**src/rtl/prog_loader.sv**
```systemverilog
// prog_loader: receives a framed program over a slow pin-level strobe
// handshake and writes it into the core's instruction/data memory.
// Frame: LEN byte N, N data bytes, CHK byte (XOR of the data bytes).
// The core is held (cpu_run=0) until a frame's checksum verifies.
module prog_loader #(
  parameter int unsigned ADDR_W    = 5,
  parameter int unsigned DATA_W    = 8,
  parameter int unsigned MEM_DEPTH = 32
) (
  input  logic              clk,
  input  logic              rst,
  input  logic              load_en,
  input  logic              byte_stb,
  input  logic [DATA_W-1:0] byte_in,
  output logic              mem_we,
  output logic [ADDR_W-1:0] mem_addr,
  output logic [DATA_W-1:0] mem_wdata,
  output logic              cpu_run,
  output logic              busy,
  output logic              err,
  output logic [ADDR_W:0]   byte_cnt
);

  typedef enum logic [2:0] {
    S_IDLE,
    S_LEN,
    S_DATA,
    S_CHK,
    S_RUN,
    S_ERR
  } state_t;

  // Synchronizer chains: [0],[1] synchronize, [2] is the edge-detect history.
  logic [2:0]        ld_sync_q,  ld_sync_d;
  logic [2:0]        stb_sync_q, stb_sync_d;
  // Registered edge pulses and the byte captured alongside acc.
  logic              ld_rise_q,  ld_rise_d;
  logic              acc_q,      acc_d;
  logic [DATA_W-1:0] byte_q,     byte_d;
  // Frame bookkeeping.
  state_t            state_q,    state_d;
  logic [ADDR_W:0]   len_q,      len_d;
  logic [ADDR_W-1:0] addr_q,     addr_d;
  logic [DATA_W-1:0] chk_q,      chk_d;
  logic [ADDR_W:0]   byte_cnt_q, byte_cnt_d;
  // Registered outputs.
  logic              mem_we_q,    mem_we_d;
  logic [ADDR_W-1:0] mem_addr_q,  mem_addr_d;
  logic [DATA_W-1:0] mem_wdata_q, mem_wdata_d;
  logic              cpu_run_q,   cpu_run_d;
  logic              busy_q,      busy_d;
  logic              err_q,       err_d;

  // Synchronize pins, detect rising edges, capture the strobed byte.
  always_comb begin
    ld_sync_d  = {ld_sync_q[1:0], load_en};
    stb_sync_d = {stb_sync_q[1:0], byte_stb};
    ld_rise_d  = ld_sync_q[1] & ~ld_sync_q[2];
    acc_d      = stb_sync_q[1] & ~stb_sync_q[2];
    byte_d     = acc_d ? byte_in : byte_q;
  end

  // Frame state machine; ld_rise takes priority over a coincident acc,
  // discarding that byte. Outputs are derived from the next state so they
  // are registered together with it.
  always_comb begin
    state_d     = state_q;
    len_d       = len_q;
    addr_d      = addr_q;
    chk_d       = chk_q;
    byte_cnt_d  = byte_cnt_q;
    mem_we_d    = 1'b0;
    mem_addr_d  = mem_addr_q;
    mem_wdata_d = mem_wdata_q;

    if (ld_rise_q) begin
      state_d    = S_LEN;
      byte_cnt_d = '0;
    end else if (acc_q) begin
      unique case (state_q)
        S_LEN: begin
          if (byte_q == '0 || byte_q > DATA_W'(MEM_DEPTH)) begin
            state_d = S_ERR;
          end else begin
            len_d      = (ADDR_W+1)'(byte_q);
            addr_d     = '0;
            chk_d      = '0;
            byte_cnt_d = '0;
            state_d    = S_DATA;
          end
        end
        S_DATA: begin
          mem_we_d    = 1'b1;
          mem_addr_d  = addr_q;
          mem_wdata_d = byte_q;
          chk_d       = chk_q ^ byte_q;
          addr_d      = addr_q + ADDR_W'(1);
          byte_cnt_d  = byte_cnt_q + (ADDR_W+1)'(1);
          if (byte_cnt_q + (ADDR_W+1)'(1) == len_q) begin
            state_d = S_CHK;
          end
        end
        S_CHK: begin
          state_d = (byte_q == chk_q) ? S_RUN : S_ERR;
        end
        default: begin
          // IDLE, RUN and ERR ignore further bytes
        end
      endcase
    end

    cpu_run_d = (state_d == S_RUN);
    err_d     = (state_d == S_ERR);
    busy_d    = (state_d == S_LEN) || (state_d == S_DATA) || (state_d == S_CHK);
  end

  // All state and outputs; async reset returns to IDLE and kills any pending write.
  always_ff @(posedge clk or posedge rst) begin
    if (rst) begin
      ld_sync_q   <= '0;
      stb_sync_q  <= '0;
      ld_rise_q   <= 1'b0;
      acc_q       <= 1'b0;
      byte_q      <= '0;
      state_q     <= S_IDLE;
      len_q       <= '0;
      addr_q      <= '0;
      chk_q       <= '0;
      byte_cnt_q  <= '0;
      mem_we_q    <= 1'b0;
      mem_addr_q  <= '0;
      mem_wdata_q <= '0;
      cpu_run_q   <= 1'b0;
      busy_q      <= 1'b0;
      err_q       <= 1'b0;
    end else begin
      ld_sync_q   <= ld_sync_d;
      stb_sync_q  <= stb_sync_d;
      ld_rise_q   <= ld_rise_d;
      acc_q       <= acc_d;
      byte_q      <= byte_d;
      state_q     <= state_d;
      len_q       <= len_d;
      addr_q      <= addr_d;
      chk_q       <= chk_d;
      byte_cnt_q  <= byte_cnt_d;
      mem_we_q    <= mem_we_d;
      mem_addr_q  <= mem_addr_d;
      mem_wdata_q <= mem_wdata_d;
      cpu_run_q   <= cpu_run_d;
      busy_q      <= busy_d;
      err_q       <= err_d;
    end
  end

  assign mem_we    = mem_we_q;
  assign mem_addr  = mem_addr_q;
  assign mem_wdata = mem_wdata_q;
  assign cpu_run   = cpu_run_q;
  assign busy      = busy_q;
  assign err       = err_q;
  assign byte_cnt  = byte_cnt_q;

endmodule

```
**config.mk**
```make
export PLATFORM = sky130hd
export DESIGN_NAME = prog_loader
export DESIGN_NICKNAME = d
export VERILOG_FILES = /design/src/rtl/prog_loader.sv
export SDC_FILE = /design/constraint.sdc
export NUM_CORES = 1
export LEC_CHECK = 0
export CAP_MARGIN = 5
export CORE_MARGIN = 2
export CORE_UTILIZATION = 55
export DETAILED_ROUTE_END_ITERATION = 10
export DONT_BUFFER_PORTS = 1
export GPL_ROUTABILITY_DRIVEN = 0
export HOLD_SLACK_MARGIN = 0.12
export PLACE_DENSITY = 0.73
export SLEW_MARGIN = 10
export SYNTH_ARGS = -nofsm -noshare
export SYNTH_HDL_FRONTEND = slang
export SYNTH_SLANG_ARGS = --single-unit
```
**constraint.sdc**
```tcl
create_clock -name clk -period 2.79 [get_ports clk]
set_input_delay 0.1395 -clock clk [delete_from_list [all_inputs] [get_ports clk]]
set_output_delay 0.1395 -clock clk [all_outputs]
set_load 0.03 [all_outputs]
```
# Word level (Yosys, flattened, before mapping)
# Cells that the tools add are included.
op_classes:
  n_addsub: 2
  order_cmp: 1
  eq_ne: 12
  mux: 17
  n_bitwise: 7
  n_reduce_logical: 11
ops:
  columns: ["op", "n"]
  rows:
  - ["$mux 6", 3]
  - ["$pmux 8 s2", 1]
  - ["$eq 3x2->1 const B", 4]
  - ["$mux 3", 4]
  - ["$pmux 6 s2", 1]
  - ["$pmux 5 s2", 1]
  - ["$pmux 3 s3", 1]
  - ["$eq 8x8->1", 1]
  - ["$gt 8x6->1 const B", 1]
  - ["$logic_not 8->1", 1]
  - ["$mux 8", 1]
  - ["$reduce_and 4->1", 2]
  - ["$xor 8x8->8", 1]
  - ["$add 6x1->6 const B", 1]
  - ["$eq 3x1->1 const B", 2]
  - ["$eq 3x3->1 const B", 2]
  - ["$eq 6x6->1", 1]
  - ["$reduce_and 3->1", 2]
  - ["$add 5x1->5 const B", 1]
  - ["$mux 5", 1]
  - ["$mux 1", 4]
  - ["$not 1->1", 4]
  - ["$reduce_bool 2->1", 2]
  - ["$logic_or 1x1->1", 3]
  - ["4 further kinds", 5]
totals:
  regBits: 61
  word_cells: 66

# Depth between registers and ports, before layout
depth:
  depth_word: 9
  ltp_mapped: 6
  ltp_nobuf: 6

# Worst setup path after synthesis
# Ideal clock, no wire load.
synth_timing:
  path_type: "reg2reg"
  from: "reg byte_q[1]"
  to: "reg len_q[0]"
  t_arrival_ns: 2.179
  required_ns: 2.665
  path_slack_ns: 0.487
  stages_incl_launch_ff: 6
  path_buffers: 0
  path_cell_list: "dfrtp_1 > or4_1 > o21a_1 > or3_4 > nor3_4 > mux2_2"
synth_via:
  elab_chain_len: 4
  elab_cells_between_ends: 5
  classes_between: "order compare: 1; bitwise: 1; reduce/logical: 3"
synth_rtl:
  columns: ["element", "line_no", "rtl"]
  rows:
  - ["start: declaration", "39", "logic [DATA_W-1:0] byte_q, byte_d;"]
  - ["start signal: assignment", "141", "byte_q <= byte_d;"]
  - ["$gt 8x6->1 / $logic_not 8->1 (equally long branches)", "82", "if (byte_q == '0 || byte_q > DATA_W'(MEM_DEPTH)) begin"]
  - ["$logic_or 1x1->1 *", "82", null]
  - ["$not 1->1 (no line) *", null, null]
  - ["$reduce_and 4->1 (no line) *", null, null]
  - ["end signal: assignment", "143", "len_q <= len_d;"]
  - ["end: declaration", "42", "logic [ADDR_W:0] len_q, len_d;"]
# Every way passes the cells marked *; elsewhere a longest branch is shown, timed or not.
# A chain may end at the register's enable or synchronous reset.

# Worst setup path after layout
layout_timing:
  from: "reg byte_q[1]"
  to: "reg addr_q[0]"
layout_via:
  elab_chain_len: 4
  elab_cells_between_ends: 5
  classes_between: "order compare: 1; eq/ne: 1; reduce/logical: 3"
layout_rtl:
  columns: ["element", "line_no", "rtl"]
  rows:
  - ["$gt 8x6->1 / $logic_not 8->1 (equally long branches)", "82", null]
  - ["$logic_or 1x1->1 *", "82", null]
  - ["$ne 2x2->1 (no line) *", null, null]
  - ["$reduce_and 4->1 (no line) *", null, null]
  - ["end signal: assignment", "144", "addr_q <= addr_d;"]
  - ["end: declaration", "43", "logic [ADDR_W-1:0] addr_q, addr_d;"]
# Marked as above.

==> impl_metrics.tcl <==
set metrics [dict create \
    yosys.area_share.simple_pct 11.1 \
    worstPathRequired_ps 3020 \
    hold_path_class "in -> async" \
    synth_ff_type "dfrtp_1" \
    die_w_um 74.7 \
    cp-start-kind "flop" \
    maxSlewHeadroom_pct 45.7 \
    finalHoldViolCount 0 \
    cts_tree "yes" \
    grt_pass1_vias 1737 \
    grt_pass1_wl_um 8860 \
    peakVddDrop_mv 0.392 \
    cts_sinks 61 \
    routed_wl_um 5360 \
    synth_top_family_by_area "multiplexers" \
    tightest_slew_ps 813 \
    synth_commonest_cells "dfrtp_1 (61), mux2_2 (28), o21ai_0 (14)" \
    synth_cell_types 38 \
    leakage_nw 1.37 \
    track_usage_pct 22.2 \
    cts_root_buf "clkbuf_8" \
    area_growth_pct 12.9 \
    multiInputGateArea_um2 1120 \
    nets 264 \
    clockBufferDepth 2 \
    seqCellArea_um2 1530 \
    fillers 369 \
    endpoint_kind "flop" \
    ios 35 \
    final_layout_size_suffix_gt1_share_pct 21.2 \
    worst-r2r-cell-count 5 \
    post-route-period-util_pct 91.8 \
    setup_viol 0 \
    r2r-end "addr_q[0]$_DFFE_PP0P_" \
    port_buffers 0 \
    drt_pass1_iterations 4 \
    cts_setup_buffers 0 \
    netlist_top_cells_area "dfrtp_1 (56%), mux2_2 (11%), xor2_1 (3.2%)" \
    cts_resized 0 \
    yosys_warnings 0 \
    route.detailed.drc 0 \
    cp_slowest_cell "or4_1" \
    wl_per_cell_um 16.7 \
    syn_area_um2 2750 \
    grt_overflow 0 \
    start_util_pct 57.5 \
    core_um2 4790 \
    row_count 25 \
    synthXorXnorAreaFrac_pct 5.73 \
    synth_top_cell_by_area "dfrtp_1" \
    fmax_mhz 391 \
    yosysMostFrequentCell "dfrtp_1" \
    die_h_um 74.7 \
    synth_area_per_cell_um2 11.9 \
    first_iter_violations 118 \
    hold_buffers 11 \
    synth_fa_ha_area_share_pct 0.910 \
    yosysSeqAreaShare_pct 55.5 \
    drv_slew 0 \
    setup_slack_ps 229 \
    run_status "finished, final reports clean" \
    grt_max_degree 39 \
    syn_nets 246 \
    dp.final_hpwl_um 3450 \
    max_stage_delay_ps 590 \
    drt-vias-per-instance 5.61 \
    cts-buffers-inserted 9 \
    synth_cells 232 \
    synth_compound_area_share_pct 10.1 \
    die_area_um2 5580 \
    synth_top_area_share_pct 55.5 \
    clkSlewWorstSetupHoldPaths_ps 60 \
    synth.ff_latch_count 61 \
    finClkSkew_ps 7.83 \
    maxCapViolCount 0 \
    antennaDiodeCount 0 \
    critPathMaxFanout 11 \
    r2r_slack_ps 230 \
    critical_path_buf_inv_count 0 \
    fin_setup_tns_ps 0 \
    r2r_start "byte_q[1]$_DFFE_PP0P_" \
    cp.arrival_ps 2790 \
    final.min_clock_period_ps 2560 \
    num_vias 1807 \
    insertion_delay_ps 340 \
    worstPathCellList "or4_1, o21a_1, o41a_2, nand2b_1, mux2_2" \
    criticalPathCategory "reg -> reg" \
    path_delay_family "simple AND/OR/NAND/NOR gates" \
    synth_edf_count 0 \
    antenna_found_initial 0 \
    place_ws_ps 253 \
    async_reset_ff_share_pct 100 \
    drtAntennaViolNets 0 \
    muxShareOfSynthArea_pct 12.6 \
    rsz0062_at_grt "no" \
    htree_levels 3 \
    p_per_area_nw_per_um2 664 \
]
metal layers:
layer / up-vias / part of all wire, % / GRT usage (%)
li1: 863 / - / -
met2: 52 / 45 / 31.8
met3: 8 / 5.3 / 6.96
met1: 884 / 48 / 30.8
met4: 0 / 1.6 / 10.7
met5: - / 0 / 0
sequential cells by signal (all words and copies together), names as in the netlist:
register,flops
busy,1
mem_we,1
state_q,3
chk_q,8
ld_rise_q,1
mem_addr,5
byte_cnt,6
mem_wdata,8
byte_q,8
stb_sync_q,3
ld_sync_q,3
addr_q,5
err,1
acc_q,1
cpu_run,1
len_q,6
worst max path at each step:
stage	from	endpoint	depth (start not counted)
floorplan	byte_q[1]$_DFFE_PP0P_	len_q[0]$_DFFE_PP0P_	5
global placement	byte_q[1]$_DFFE_PP0P_	addr_q[0]$_DFFE_PP0P_	5
detailed placement	byte_q[1]$_DFFE_PP0P_	addr_q[0]$_DFFE_PP0P_	5
CTS	byte_q[1]$_DFFE_PP0P_	addr_q[0]$_DFFE_PP0P_	5
global route	byte_q[1]$_DFFE_PP0P_	addr_q[0]$_DFFE_PP0P_	5
finish	byte_q[1]$_DFFE_PP0P_	addr_q[0]$_DFFE_PP0P_	5
per-stage QoR:
step | utilization [%] | std cells | cell area, µm² | hold slack (ps) | power, mW
floorplan | - | 232 | 2750 | 171 | 1.30
global placement | 58.8 | 295 | 2820 | 66.7 | 1.35
detailed placement | 58.8 | 295 | 2820 | 70.5 | 1.36
CTS | 64.9 | 322 | 3100 | 279 | 2.07
global route | 64.9 | 322 | 3100 | 314 | 2.15
finish | 64.9 | 322 | 3100 | 270 | 2.06
final cells by class:
type / instances / share of cell area [%]
multi-input cells: 149 / 36.0
repair buffers: 17 / 5.00
clock buffers: 12 / 5.00
well taps: 67 / 2.70
clock inverters: 4 / 0.726
inverters: 12 / 1.45
flip-flops and latches: 61 / 49.2
worst reg2reg max path, delay by kind of cell (launching register included):
family           cells  cell delay [ps]
multiplexers         1              370
flip-flops           1              440
AND/OR/NAND/NOR      2              970
AO/OA/AOI/OAI        2              670
kinds of logic after synthesis:
kind of cell / count (synthesis)
compound gates: 42
xor+xnor: 18
fa+ha+maj: 2
buf+inv: 22
flops: 61
mux: 31
simple gates: 56
power by group:
group	switching, mW	internal [mW]
clock network	0.342	0.366
registers	0.116	0.974
logic	0.119	0.145
layout by cell type (no fill, tap or decap), drive strengths merged, types with 6 or more instances in the layout:
| cell type | n |
|---|---|
| a22o | 8 |
| nor3 | 6 |
| mux2 | 28 |
| nor2 | 8 |
| clkbuf | 12 |
| nand2 | 9 |
| xor2 | 10 |
| o21ai | 14 |
| nand3 | 11 |
| inv | 12 |
| xnor2 | 8 |
| nor2b | 6 |
| buf | 6 |
| dfrtp | 61 |
| dlygate4sd3 | 11 |
| a21oi | 9 |
(Power assumes the default switching activity.)
